**config.mk**
```make
export PLATFORM = sky130hd
export DESIGN_NAME = serial_adder_ctrl
export DESIGN_NICKNAME = d
export VERILOG_FILES = /design/src/rtl/serial_adder_ctrl.sv
export SDC_FILE = /design/constraint.sdc
export NUM_CORES = 1
export LEC_CHECK = 0
export ABC_AREA = 1
export CORE_UTILIZATION = 35
export CTS_CLUSTER_DIAMETER = 150
export DETAILED_ROUTE_END_ITERATION = 8
export GPL_TIMING_DRIVEN = 0
export PLACE_DENSITY_LB_ADDON = 0.1
export SLEW_MARGIN = 20
export SYNTH_ARGS = -nofsm -noshare
export SYNTH_HDL_FRONTEND = slang
export SYNTH_SLANG_ARGS = --single-unit
```
**constraint.sdc**
```tcl
create_clock -name clk -period 1.8 [get_ports clk]
set_clock_uncertainty 0.15 [all_clocks]
set_input_delay 0.27 -clock clk [delete_from_list [all_inputs] [get_ports clk]]
set_output_delay 0.27 -clock clk [all_outputs]
set_load 0.01 [all_outputs]
```
**src/rtl/serial_adder_ctrl.sv**
```systemverilog
// Bit-serial adder controller: one full-adder step per clock, LSB first, with a
// start/done handshake. {carry_out, sum} = a + b + carry_in after NUM_BITS+1 cycles.
module serial_adder_ctrl #(
  parameter int unsigned NUM_BITS = 8
) (
  input  logic                clk,
  input  logic                rst,
  input  logic                start,
  input  logic [NUM_BITS-1:0] a,
  input  logic [NUM_BITS-1:0] b,
  input  logic                carry_in,
  output logic                busy,
  output logic                done,
  output logic [NUM_BITS-1:0] sum,
  output logic                carry_out
);

  localparam int unsigned CntW = (NUM_BITS > 1) ? $clog2(NUM_BITS) : 1;
  localparam logic [CntW-1:0] CntMax = CntW'(NUM_BITS - 1);

  typedef enum logic [1:0] {StIdle, StRun, StDone} state_e;

  state_e              state_q, state_d;
  logic [NUM_BITS-1:0] a_sh_q, a_sh_d;
  logic [NUM_BITS-1:0] b_sh_q, b_sh_d;
  logic [NUM_BITS-1:0] sum_sh_q, sum_sh_d;
  logic [NUM_BITS-1:0] sum_q, sum_d;
  logic [CntW-1:0]     cnt_q, cnt_d;
  logic                carry_q, carry_d;
  logic                carry_out_q, carry_out_d;
  logic                fa_s, fa_c;

  // Single full-adder slice shared across all bit positions.
  assign fa_s = a_sh_q[0] ^ b_sh_q[0] ^ carry_q;
  assign fa_c = (a_sh_q[0] & b_sh_q[0]) | (carry_q & (a_sh_q[0] ^ b_sh_q[0]));

  always_comb begin
    state_d     = state_q;
    a_sh_d      = a_sh_q;
    b_sh_d      = b_sh_q;
    sum_sh_d    = sum_sh_q;
    sum_d       = sum_q;
    cnt_d       = cnt_q;
    carry_d     = carry_q;
    carry_out_d = carry_out_q;
    case (state_q)
      StIdle: begin
        if (start) begin
          a_sh_d  = a;
          b_sh_d  = b;
          carry_d = carry_in;
          cnt_d   = '0;
          state_d = StRun;
        end
      end
      StRun: begin
        a_sh_d   = a_sh_q >> 1;
        b_sh_d   = b_sh_q >> 1;
        sum_sh_d = {fa_s, sum_sh_q[NUM_BITS-1:1]};
        carry_d  = fa_c;
        if (cnt_q == CntMax) begin
          sum_d       = {fa_s, sum_sh_q[NUM_BITS-1:1]};
          carry_out_d = fa_c;
          cnt_d       = '0;
          state_d     = StDone;
        end else begin
          cnt_d = cnt_q + 1'b1;
        end
      end
      StDone:  state_d = StIdle;
      default: state_d = StIdle;
    endcase
  end

  always_ff @(posedge clk) begin
    if (rst) begin
      state_q     <= StIdle;
      a_sh_q      <= '0;
      b_sh_q      <= '0;
      sum_sh_q    <= '0;
      sum_q       <= '0;
      cnt_q       <= '0;
      carry_q     <= 1'b0;
      carry_out_q <= 1'b0;
    end else begin
      state_q     <= state_d;
      a_sh_q      <= a_sh_d;
      b_sh_q      <= b_sh_d;
      sum_sh_q    <= sum_sh_d;
      sum_q       <= sum_d;
      cnt_q       <= cnt_d;
      carry_q     <= carry_d;
      carry_out_q <= carry_out_d;
    end
  end

  assign busy      = (state_q != StIdle);
  assign done      = (state_q == StDone);
  assign sum       = sum_q;
  assign carry_out = carry_out_q;

endmodule
```
==> results.py <==
metrics = {
    "worst_setup_path": {
        "r2r_cells": 7,
        "crit_path_end_kind": "output pin",
        "crit_type": "reg -> out",
        "cp_slowest_cell": "dfxtp_1",
        "rr_endpoint": "a_sh_q[2]$_SDFFE_PP0P_",
        "path_max_fanout": 10,
        "r2r_start": "state_q[0]$_SDFFE_PP0P_",
        "ff2ff_setup_slack_ns": 0.24,
        "cp-start-kind": "register",
        "crit_chain": "buf_6 -> clkbuf_4 -> nor2_2 -> clkdlybuf4s15_1",
        "worstPathArrival_ns": 1.28,
        "slowest_delay_ns": 0.32,
        "crit_required_ns": 1.38,
    },
    "drt": {
        "vias_per_cell": 4.377,
        "drt_iter0_markers": 87,
        "ant_nets": 0,
        "num_vias": 1580,
        "wl_per_cell_microns": 10.62,
        "drt_wl_total_microns": 3835,
        "drc_errors": 0,
        "dr.pass1.iters": 4,
    },
    "synth": {
        "yosysMostFrequentCell": "nand2_1",
        "syn_area_per_cell_sq_um": 6.778,
        "syn_inst": 254,
        "synth_nets": 277,
        "yosys-top-cells-count": "nand2_1, inv_1, dfxtp_1",
        "async_reset_ff_share_pct": 0,
        "synth-edff-count": 0,
        "ys_warn_count": 0,
        "ys_seq_area_share_pct": 44.19,
        "synth_flop_cell": "dfxtp_1",
        "syn_area_sq_um": 1722,
        "synth_area_leaders": "dfxtp_1, nand2_1, a21oi_1, inv_1, nor2_1",
        "ys_ff_latch": 38,
        "synth_cell_types": 17,
        "synth_top_area_share_pct": 44.19,
        "synth_top_area_cell": "dfxtp_1",
    },
    "floorplanning": {
        "rows": 25,
        "start_util_pct": 36.45,
        "dieHeight_microns": 72.14,
        "design.core.area_sq_um": 4723,
        "io_pins": 31,
        "dieArea_sq_um": 5203,
        "die_width_microns": 72.14,
    },
    "pwr": {
        "clock_power_share_pct": 33.3,
        "p_per_area_nw_per_um2": 826.7,
        "p_leak_nw": 1.014,
        "netSwitchingFraction_pct": 27.12,
        "total_power_mw": 1.840,
        "p_int_mw": 1.341,
        "seq_power_share_pct": 49.9,
        "p_comb_share_pct": 16.8,
        "peakVddDrop_mv": 0.4443,
        "switchingPower_uw": 499.0,
    },
    "clock_network": {
        "htreeDepth": 2,
        "cts_buffers": 5,
        "cts_tree": "yes",
        "cts-root-buf": "clkbuf_8",
        "clk_path_buf_depth": 2,
        "holdBufCountCts": 0,
        "clock-sinks": 38,
        "clk_latency_ns": 0.29,
        "clk_pin_slew_ns": 0.08,
    },
    "sta": {
        "whs_ns": 0.3124,
        "finalCritPeriodShare_pct": 94.63,
        "rsz0062_at_grt": "false",
        "hold_violations": 0,
        "final-max-slew-violation-count": 0,
        "setup_violations": 0,
        "max_freq_ghz": 0.5871,
        "fin_tns_setup_ns": 0,
        "min_period_ns": 1.703,
        "slew-limit-headroom_pct": 66.68,
        "worst_slack_ns": 0.09666,
        "tightestPinTransition_ns": 0.4998,
    },
    "global_routing": {
        "grt_start_max_net_pins": 12,
        "grt_pass1_wl_microns": 6589,
        "grt-ovfl-total": 0,
        "antenna_found_initial": 0,
        "grt_pass1_vias": 1476,
        "track_usage_pct": 16.36,
    },
    "hold_path": {
        "min_path_cells": 2,
        "holdPathEnd": "b_sh_q[7]$_SDFFE_PP0P_",
        "hold_path_class": "reg -> reg",
        "min_from": "b_sh_q[7]$_SDFFE_PP0P_",
    },
    "place": {
        "gp_congestion": 0.7583,
        "dpl.hpwl_microns": 2638,
        "dp_slack_ns": -0.06818,
        "port_buffers": 30,
    },
    "status": {
        "status": "finished clean",
    },
    "layout": {
        "area_delta_synth_final_pct": 29.29,
        "nets": 316,
        "diodes": 0,
        "drive_gt1_share_pct": 8.503,
    },
    "run": {
        "maxCapViolCount": 0,
    },
}
[sequential cells by signal, summed over array words and instances, names as in the netlist]
register / flops
a_sh_q: 8
b_sh_q: 8
carry_out: 1
carry_q: 1
cnt_q: 3
state_q: 2
sum: 8
sum_sh_q: 7
[power by group through the flow]
stage               logic (mW)  registers (mW)  clock network (mW)
finish                   0.309           0.918               0.613
global route             0.351           0.925               0.660
CTS                      0.313           0.918               0.636
detailed placement       0.304           0.938                   0
global placement         0.301           0.937                   0
floorplan                0.204           0.933                   0
[area by class of cell]
type / instances / area, sq um
fillers: 512 / 2497
flip-flops and latches: 38 / 762.0
multi-input cells: 163 / 742.0
repair buffers: 32 / 314.1
inverters: 41 / 153.9
clock buffers: 7 / 86.33
well taps: 67 / 83.83
plain buffers: 12 / 78.83
clock inverters: 1 / 5.005
[critical path, delay by kind of cell, from the launching register on]
family,cells,cell delay (ns)
flip-flops,1,0.32
AND/OR/NAND/NOR,1,0.12
buffers and inverters,3,0.55
[how the worst max path moves through the flow]
stage,start,end,slack (ns)
final,state_q[0]$_SDFFE_PP0P_,done,0.1
after global routing,state_q[0]$_SDFFE_PP0P_,done,0.02
after CTS,state_q[0]$_SDFFE_PP0P_,done,0.04
after detailed placement,state_q[0]$_SDFFE_PP0P_,done,-0.07
after global placement,state_q[0]$_SDFFE_PP0P_,done,-0.11
after floorplan,cnt_q[0]$_SDFFE_PP0P_,cnt_q[0]$_SDFFE_PP0P_,0.49
[kinds of logic (layout without fill, tap and decap cells)]
| group | count (synthesis) | in the layout | synth area share [%] |
|---|---|---|---|
| buffers and inverters | 53 | 93 | 13.30 |
| AND/OR/NAND/NOR | 120 | 120 | 27.62 |
| flip-flops | 38 | 38 | 44.19 |
| AO/OA/AOI/OAI | 40 | 40 | 12.28 |
| adder cells (fa/ha/maj) | 3 | 3 | 2.616 |
[what timing repair did]
action / in CTS / in global routing
gates resized for setup: 7 / 2
setup endpoints to repair: 2 / 1
setup buffers: 2 / 0
gates cloned: 0 / 0
[cell usage in the layout, fill, tap and decap left out]
cell type,instances
nor2_1,26
buf_4,5
nand2_2,1
dfxtp_1,37
inv_1,40
a21oi_1,30
o21ai_0,9
clkdlybuf4s15_1,1
fa_1,1
dlygate4sd2_1,1
ha_1,2
clkdlybuf4s50_1,28
nand2_1,78
clkbuf_1,4
buf_2,3
nor2_2,1
nand3_1,12
clkbuf_4,1
dfxtp_2,1
o21ai_4,1
buf_6,2
nor2_4,2
clkinv_2,1
clkbuf_8,6
inv_2,1
[through the flow]
stage	std cells	utilization (%)	cell area, sq um
2_1_floorplan	254	-	1722
3_3_place_gp	351	44.58	2106
3_5_place_dp	351	44.58	2106
4_1_cts	361	47.05	2222
5_1_grt	361	47.13	2226
6_report	361	47.13	2226
[metal layers]
metal | track usage [%] | wire length (microns) | up-vias
met4 | 7.190 | 52 | 0
met5 | 0 | 0 | -
met1 | 20.50 | 1822 | 698
met3 | 3.472 | 167 | 5
li1 | - | - | 843
met2 | 27.10 | 1793 | 34
Power figures use the tool's default switching activity.
